<file path="src/rtl/dmem_bus_arbiter.sv">
// Shares the MEM-stage data bus between the pipeline and a debug/loader port.
// CPU has priority. A starvation counter bounds how long debug can be refused.
module dmem_bus_arbiter #(
    parameter int MAX_WAIT  = 4,
    parameter bit DBG_IO_EN = 1'b0
) (
    input  logic        clock,
    input  logic        resetn,
    input  logic        cpu_req,
    input  logic        cpu_we,
    input  logic [31:0] cpu_addr,
    input  logic [31:0] cpu_wdata,
    output logic [31:0] cpu_rdata,
    output logic        cpu_stall,
    input  logic        dbg_req,
    input  logic        dbg_we,
    input  logic [31:0] dbg_addr,
    input  logic [31:0] dbg_wdata,
    output logic        dbg_ack,
    output logic [31:0] dbg_rdata,
    output logic        dbg_err,
    output logic [31:0] bus_addr,
    output logic [31:0] bus_wdata,
    output logic        bus_we,
    input  logic [31:0] bus_rdata,
    output logic [15:0] stall_count
);

    typedef enum logic [1:0] {CPU_OWN, DBG_XFER, DBG_DONE} state_t;

    localparam logic [3:0] MAX_WAIT_W = 4'(MAX_WAIT);

    state_t      state_reg, state_next;
    logic [3:0]  wait_cnt_reg, wait_cnt_next;
    logic        dbg_ack_reg, dbg_ack_next;
    logic        dbg_err_reg, dbg_err_next;
    logic [31:0] dbg_rdata_reg, dbg_rdata_next;
    logic [15:0] stall_count_reg, stall_count_next;
    logic        dbg_win;
    logic        blocked;

    assign dbg_win = dbg_req & (~cpu_req | (wait_cnt_reg == MAX_WAIT_W));
    // IO space is addr[7]; debug may only reach it when enabled.
    assign blocked = ~DBG_IO_EN & dbg_addr[7];

    always_comb begin
        state_next     = state_reg;
        wait_cnt_next  = wait_cnt_reg;
        dbg_ack_next   = dbg_ack_reg;
        dbg_err_next   = dbg_err_reg;
        dbg_rdata_next = dbg_rdata_reg;
        bus_addr       = cpu_addr;
        bus_wdata      = cpu_wdata;
        bus_we         = cpu_req & cpu_we;
        cpu_stall      = 1'b0;
        case (state_reg)
            CPU_OWN: begin
                dbg_ack_next = 1'b0;
                dbg_err_next = 1'b0;
                if (dbg_win) begin
                    state_next    = DBG_XFER;
                    wait_cnt_next = 4'd0;
                end else if (dbg_req && (wait_cnt_reg != MAX_WAIT_W)) begin
                    wait_cnt_next = wait_cnt_reg + 4'd1;
                end
            end
            DBG_XFER: begin
                bus_addr       = dbg_addr;
                bus_wdata      = dbg_wdata;
                bus_we         = dbg_we & ~blocked;
                cpu_stall      = cpu_req;
                dbg_rdata_next = blocked ? 32'd0 : bus_rdata;
                dbg_ack_next   = 1'b1;
                dbg_err_next   = blocked;
                state_next     = DBG_DONE;
            end
            DBG_DONE: begin
                // Debug is never granted here, so a lingering dbg_req cannot re-grant.
                dbg_ack_next = 1'b0;
                dbg_err_next = 1'b0;
                state_next   = CPU_OWN;
            end
            default: state_next = CPU_OWN;
        endcase
    end

    always_comb begin
        stall_count_next = stall_count_reg;
        if (cpu_stall && (stall_count_reg != 16'hFFFF))
            stall_count_next = stall_count_reg + 16'd1;
    end

    always_ff @(posedge clock or negedge resetn) begin
        if (!resetn) begin
            state_reg       <= CPU_OWN;
            wait_cnt_reg    <= 4'd0;
            dbg_ack_reg     <= 1'b0;
            dbg_err_reg     <= 1'b0;
            dbg_rdata_reg   <= 32'd0;
            stall_count_reg <= 16'd0;
        end else begin
            state_reg       <= state_next;
            wait_cnt_reg    <= wait_cnt_next;
            dbg_ack_reg     <= dbg_ack_next;
            dbg_err_reg     <= dbg_err_next;
            dbg_rdata_reg   <= dbg_rdata_next;
            stall_count_reg <= stall_count_next;
        end
    end

    assign cpu_rdata   = bus_rdata;
    assign dbg_ack     = dbg_ack_reg;
    assign dbg_err     = dbg_err_reg;
    assign dbg_rdata   = dbg_rdata_reg;
    assign stall_count = stall_count_reg;

endmodule

</file>
<file path="config.mk">
export PLATFORM = sky130hd
export DESIGN_NAME = dmem_bus_arbiter
export DESIGN_NICKNAME = d
export VERILOG_FILES = /design/src/rtl/dmem_bus_arbiter.sv
export SDC_FILE = /design/constraint.sdc
export NUM_CORES = 1
export LEC_CHECK = 0
export BUFFER_PORTS_ARGS = -buffer_cell sky130_fd_sc_hd__buf_4
export CAP_MARGIN = 20
export CORE_AREA = 8 8 115 117
export DETAILED_ROUTE_END_ITERATION = 8
export DIE_AREA = 0 0 123 125
export GPL_TIMING_DRIVEN = 0
export HOLD_SLACK_MARGIN = 0.02
export PLACE_DENSITY = 0.69
export REMOVE_ABC_BUFFERS = 1
export SLEW_MARGIN = 30
export SYNTH_ARGS = -nofsm -noshare
export SYNTH_HDL_FRONTEND = slang
export SYNTH_SLANG_ARGS = --single-unit
</file>
<file path="constraint.sdc">
create_clock -name clock -period 2 [get_ports clock]
set_clock_uncertainty 0.05 [all_clocks]
set_input_delay 0.4 -clock clock [delete_from_list [all_inputs] [get_ports clock]]
set_output_delay 0.4 -clock clock [all_outputs]
set_load 0.05 [all_outputs]
</file>
After elaboration in Yosys (flattened, before gate mapping)

Cells that the tools add are included.

Bits in registers: 56
Bits in latches: 0
Bits in writable memories: 0
Bits in read-only memories: 0
Input bits: 166
Output and inout bits: 148
Word-level logic and storage cells: 38
Memories kept: 0

Add/sub/neg operators: 2
Multiply operators: 0
Divide/modulo/power cells: 0
Order comparisons: 0
Equality and inequality tests: 6
Shifts and indexed selects: 0
Mux-type cells: 11
Bitwise operators: 6
Reduce and logical (&&, ||, !) cells: 7

Operator list:

| operator                | number |
|---|---|
| $mux W32                | 3 |
| $add A16 B1 Y16 const B | 1 |
| $ne A16 B16 Y1 const B  | 1 |
| $mux W4                 | 2 |
| $add A4 B1 Y4 const B   | 1 |
| $eq A4 B3 Y1 const B    | 1 |
| $ne A4 B3 Y1 const B    | 1 |
| $pmux W1 S2             | 2 |
| $pmux W2 S2             | 1 |
| $reduce_bool A2 Y1      | 2 |
| $and A1 B1 Y1           | 3 |
| $eq A2 B1 Y1 const B    | 1 |
| $eq A2 B2 Y1 const B    | 1 |
| $logic_and A1 B1 Y1     | 2 |
| $logic_not A2 Y1        | 1 |
| $mux W1                 | 2 |
| $mux W2                 | 1 |
| $ne A2 B2 Y1 const B    | 1 |
| $not A1 Y1              | 2 |
| $reduce_and A2 Y1       | 1 |
| $reduce_or A2 Y1        | 1 |
| $or A1 B1 Y1            | 1 |

Depth between registers and ports, before layout

Depth in word-level cells: 5
Gate-level depth with buffers: 7
Depth with buffers taken out: 6

Worst setup path after synthesis

No wires, ideal clock.

Path type: reg2reg
From: register stall_count_reg[0], in the netlist stall_count[0]
To: register stall_count_reg[1], in the netlist stall_count[1]
Library setup time: 125 ps
Arrival: 1922 ps
Required time: 1825 ps
Path slack: -97 ps
Stages on the path, launching flop included: 6
Path buffers: 0
Period minus slack after synthesis: 2097 ps
Cell sequence: dfrtp_1 -> ha_1 -> nand3_1 -> nor4_4 -> nor2_2 -> mux2_4

Word-level cells in the longest chain between the ends: 2
Elaborated cells on any way between the ends: 3
Classes of those cells: add/sub (1); eq/ne (1); reduce/logical (1)

RTL lines:

| item                                                    | line | RTL |
|---|---|---|
| start, declared                                         | 38   | `logic [15:0] stall_count_reg, stall_count_next;` |
| start signal, assigned                                  | 107  | `stall_count_reg <= stall_count_next;` |
| branches (longest 2 deep; another with $add A16 B1 Y16) | --   |  |

Parallel ways; which one is timed is not known.
A chain may end at the register's enable or synchronous reset.

Worst setup path in the final report

From: register state_reg[1]
To: output port bus_wdata[30]

Word-level cells in the longest chain between the ends: 2

RTL lines:

| item                   | line | RTL |
|---|---|---|
| start, declared        | 33   | `state_t state_reg, state_next;` |
| start signal, assigned | 102  | `state_reg <= state_next;` |
| $eq A2 B1 Y1           | 56   | `case (state_reg)` |
| $mux W32               | 56   |  |
| end, declared          | 23   | `output logic [31:0] bus_wdata,` |

No other way between the ends.

==> results.cfg <==
[timing]
hold_viol_final = 0
relSlewSlack = 0.5260
max_clock_freq_ghz = 0.4665
report.final.slew_viol_count = 0
timing.setup.tns_ns = -5.097
rsz0062_at_grt = true
period_minus_slack_ns = 2.144
final.setup.worst_slack_ns = -0.1438
final-setup-viol-count = 64
post-route-period-util = 1.072
tightestPinTransition_ns = 0.7110

[critical_path]
data_required_time_of_the_critical_path_ns = 1.55
cp-start-kind = register
crit_path_max_fanout = 5
slack_of_the_worst_reg_to_reg_path_ns = 0.16
setup.worst_path.end_class = output port
critPathKind = register to output port
critPathArrivalTime_ns = 1.69

[global_routing]
grt_start_max_net_pins = 57
first_pass_grt_wire_length_um = 26450
grt_antenna_before_repair = 1
globalRouteOverflowTotal = 0
grt_use_total = 0.2219
number_of_global_route_vias_before_repair = 4522

[clock_network]
cts-root-to-sink-buffers = 2
cts_buffers = 5
clk_latency_ns = 0.29
clk_pin_slew_ns = 0.07
cts.hold.buffers_added = 0
cts-root-buf = sky130_fd_sc_hd__clkbuf_16
cts_num_sinks = 56
tritoncts = done
cts_htree_levels = 2

[detailed_routing]
detailedRoute.firstPassIterationCount = 7
post_drt_via_cell_ratio = 4.854
drt_iter0_markers = 294
remaining_drc_errors = 0
ant_nets = 0
routed_wirelength_um = 18790
routed-via-count = 4529
routedWlPerCell_um = 20.14

[job]
drv_cap = 0

[placed_design]
buffer_ports.inserted = 313
placed_area_um2 = 5797
place_hpwl_um = 12570
finalWeightedCongestion = 0.8836

[outcome]
violations_in_the_final_reports = setup timing
outcome = finished, violations left

[logic_synthesis]
yosysSeqAreaShare = 0.3967
synth-seq-cells = 56
synth.yosys.warnings = 0
yosysUniqueCellTypes = 37
syn_area_per_cell_um2 = 7.268
post_synth_design_cell_area_um2 = 3532
netlist_instances = 486

[finish]
mostFrequentLayoutCell = sky130_fd_sc_hd__buf_4
postLayoutCoreUtil = 0.6078
largest_reg_flops = 32
final_design_area_no_fill_um2 = 7057
layout_common_cells = 259 x sky130_fd_sc_hd__buf_4, 211 x sky130_fd_sc_hd__nand2_1, 54 x sky130_fd_sc_hd__dfrtp_1
drive_above_1_share = 0.5312
syn2layout_area_growth_pct = 99.79
final_nets = 953

[die]
initial_utilization = 0.3042
x_dimension_of_the_die_um = 123
floorplan.rows = 40
fp.dieH_um = 125
floorplan.die_area_um2 = 15380
core_region_area_um2 = 11610
pin_count = 314

[min_path]
hold_path_class = input pin to async pin

[power]
p_total_mw = 5.840
power_density_nw_per_um2 = 827.5
leak_pwr_nw = 3.924
power.ir.vdd_worst_v = 0.0009374
==> cells by family after synthesis <==
| family | after synthesis | share of synthesized area |
|---|---|---|
| simple gates | 340 | 0.4332 |
| fa+ha+maj | 3 | 0.01063 |
| flops | 56 | 0.3967 |
| buf+inv | 62 | 0.1017 |
| compound gates | 10 | 0.01842 |
| mux | 2 | 0.007084 |
| xor+xnor | 13 | 0.03224 |
==> routing by layer <==
metal	vias up	GRT usage	part of all wire
li1	2116	-	-
met1	2128	0.2435	0.36
met2	236	0.3984	0.52
met3	49	0.04545	0.081
met4	0	0.09851	0.046
met5	-	0	0
==> worst paths after layout <==
path                                      from        endpoint  cells past startpoint
max in group asynchronous               resetn    state_reg[0]                      1
min in group clock                bus_rdata[9]    dbg_rdata[9]                      3
worst min register to register   dbg_rdata[18]   dbg_rdata[18]                      2
worst min-delay path                    resetn         dbg_err                      1
worst max register to register  stall_count[0]  stall_count[1]                      6
worst max-delay path              state_reg[1]   bus_wdata[30]                      8
==> worst max-delay path: stages, from the launching register on <==
cell	delay, ns
sky130_fd_sc_hd__dfrtp_2	0.40
sky130_fd_sc_hd__nand2b_4	0.19
sky130_fd_sc_hd__buf_16	0.17
sky130_fd_sc_hd__inv_16	0.07
sky130_fd_sc_hd__buf_12	0.12
sky130_fd_sc_hd__clkbuf_16	0.16
sky130_fd_sc_hd__nand2_2	0.06
sky130_fd_sc_hd__nand2_2	0.07
sky130_fd_sc_hd__buf_8	0.15
==> stage by stage <==
step | cells | hold slack [ns] | setup WS [ns]
global placement | 890 | 0.4020 | -4.290
detailed placement | 892 | 0.4065 | -0.5523
global route | 933 | 0.1726 | -0.1738
CTS | 923 | 0.1461 | -0.1064
floorplan | 430 | 0.05441 | -2.389
finish | 933 | 0.1124 | -0.1438
==> cells in the mapped netlist, drive strengths merged <==
| library cell | count | area, µm² |
|---|---|---|
| xor2 | 9 | 78.83 |
| inv | 6 | 22.52 |
| nor2 | 3 | 13.77 |
| a21oi | 1 | 5.000 |
| nand2 | 264 | 991.0 |
| a41oi | 1 | 8.760 |
| and4 | 2 | 17.52 |
| and2 | 1 | 6.260 |
| nor3 | 5 | 25.02 |
| nand3b | 35 | 275.3 |
| a31oi | 1 | 6.260 |
| buf | 40 | 276.5 |
| nor4 | 6 | 52.55 |
| or3 | 1 | 6.260 |
| a21boi | 1 | 7.510 |
| dfrtp | 56 | 1401 |
| mux2 | 1 | 15.01 |
| nand3 | 10 | 50.05 |
| nor3b | 2 | 15.01 |
| ha | 3 | 37.54 |
| o21a | 1 | 7.510 |
| o21ai | 4 | 20.02 |
| nand2b | 1 | 6.260 |
| a32o | 1 | 10.01 |
| xnor2 | 4 | 35.03 |
| clkbuf | 16 | 60.06 |
| nor2b | 3 | 18.77 |
| or3b | 1 | 8.760 |
| nand4 | 6 | 43.79 |
| mux2i | 1 | 10.01 |
==> power breakdown <==
part           internal (mW)  leakage, nW  switching, mW
registers               1.35        0.736          0.157
logic                   1.26         3.12           2.19
clock network          0.501       0.0712          0.385
total                   3.11         3.92           2.73
==> what timing repair did <==
| action | 4_1_cts | 5_1_grt |
|---|---|---|
| endpoints found under the setup margin | 88 | 69 |
| resized for setup | 98 | 80 |
| endpoints found under the hold margin | 0 | 0 |
| gates cloned | 14 | 4 |
| buffers inserted | 9 | 6 |
| pin swaps | 6 | 22 |
==> area by class of cell <==
| class | instances | area [µm²] |
|---|---|---|
| clock buffers | 8 | 146.4 |
| repair inverters | 2 | 17.52 |
| inverters | 6 | 38.79 |
| fillers | 975 | 4554 |
| diodes | 1 | 2.502 |
| well taps | 147 | 183.9 |
| multi-input cells | 370 | 2011 |
| flip-flops and latches | 56 | 1404 |
| repair buffers | 343 | 3253 |
(Power assumes the default switching activity.)
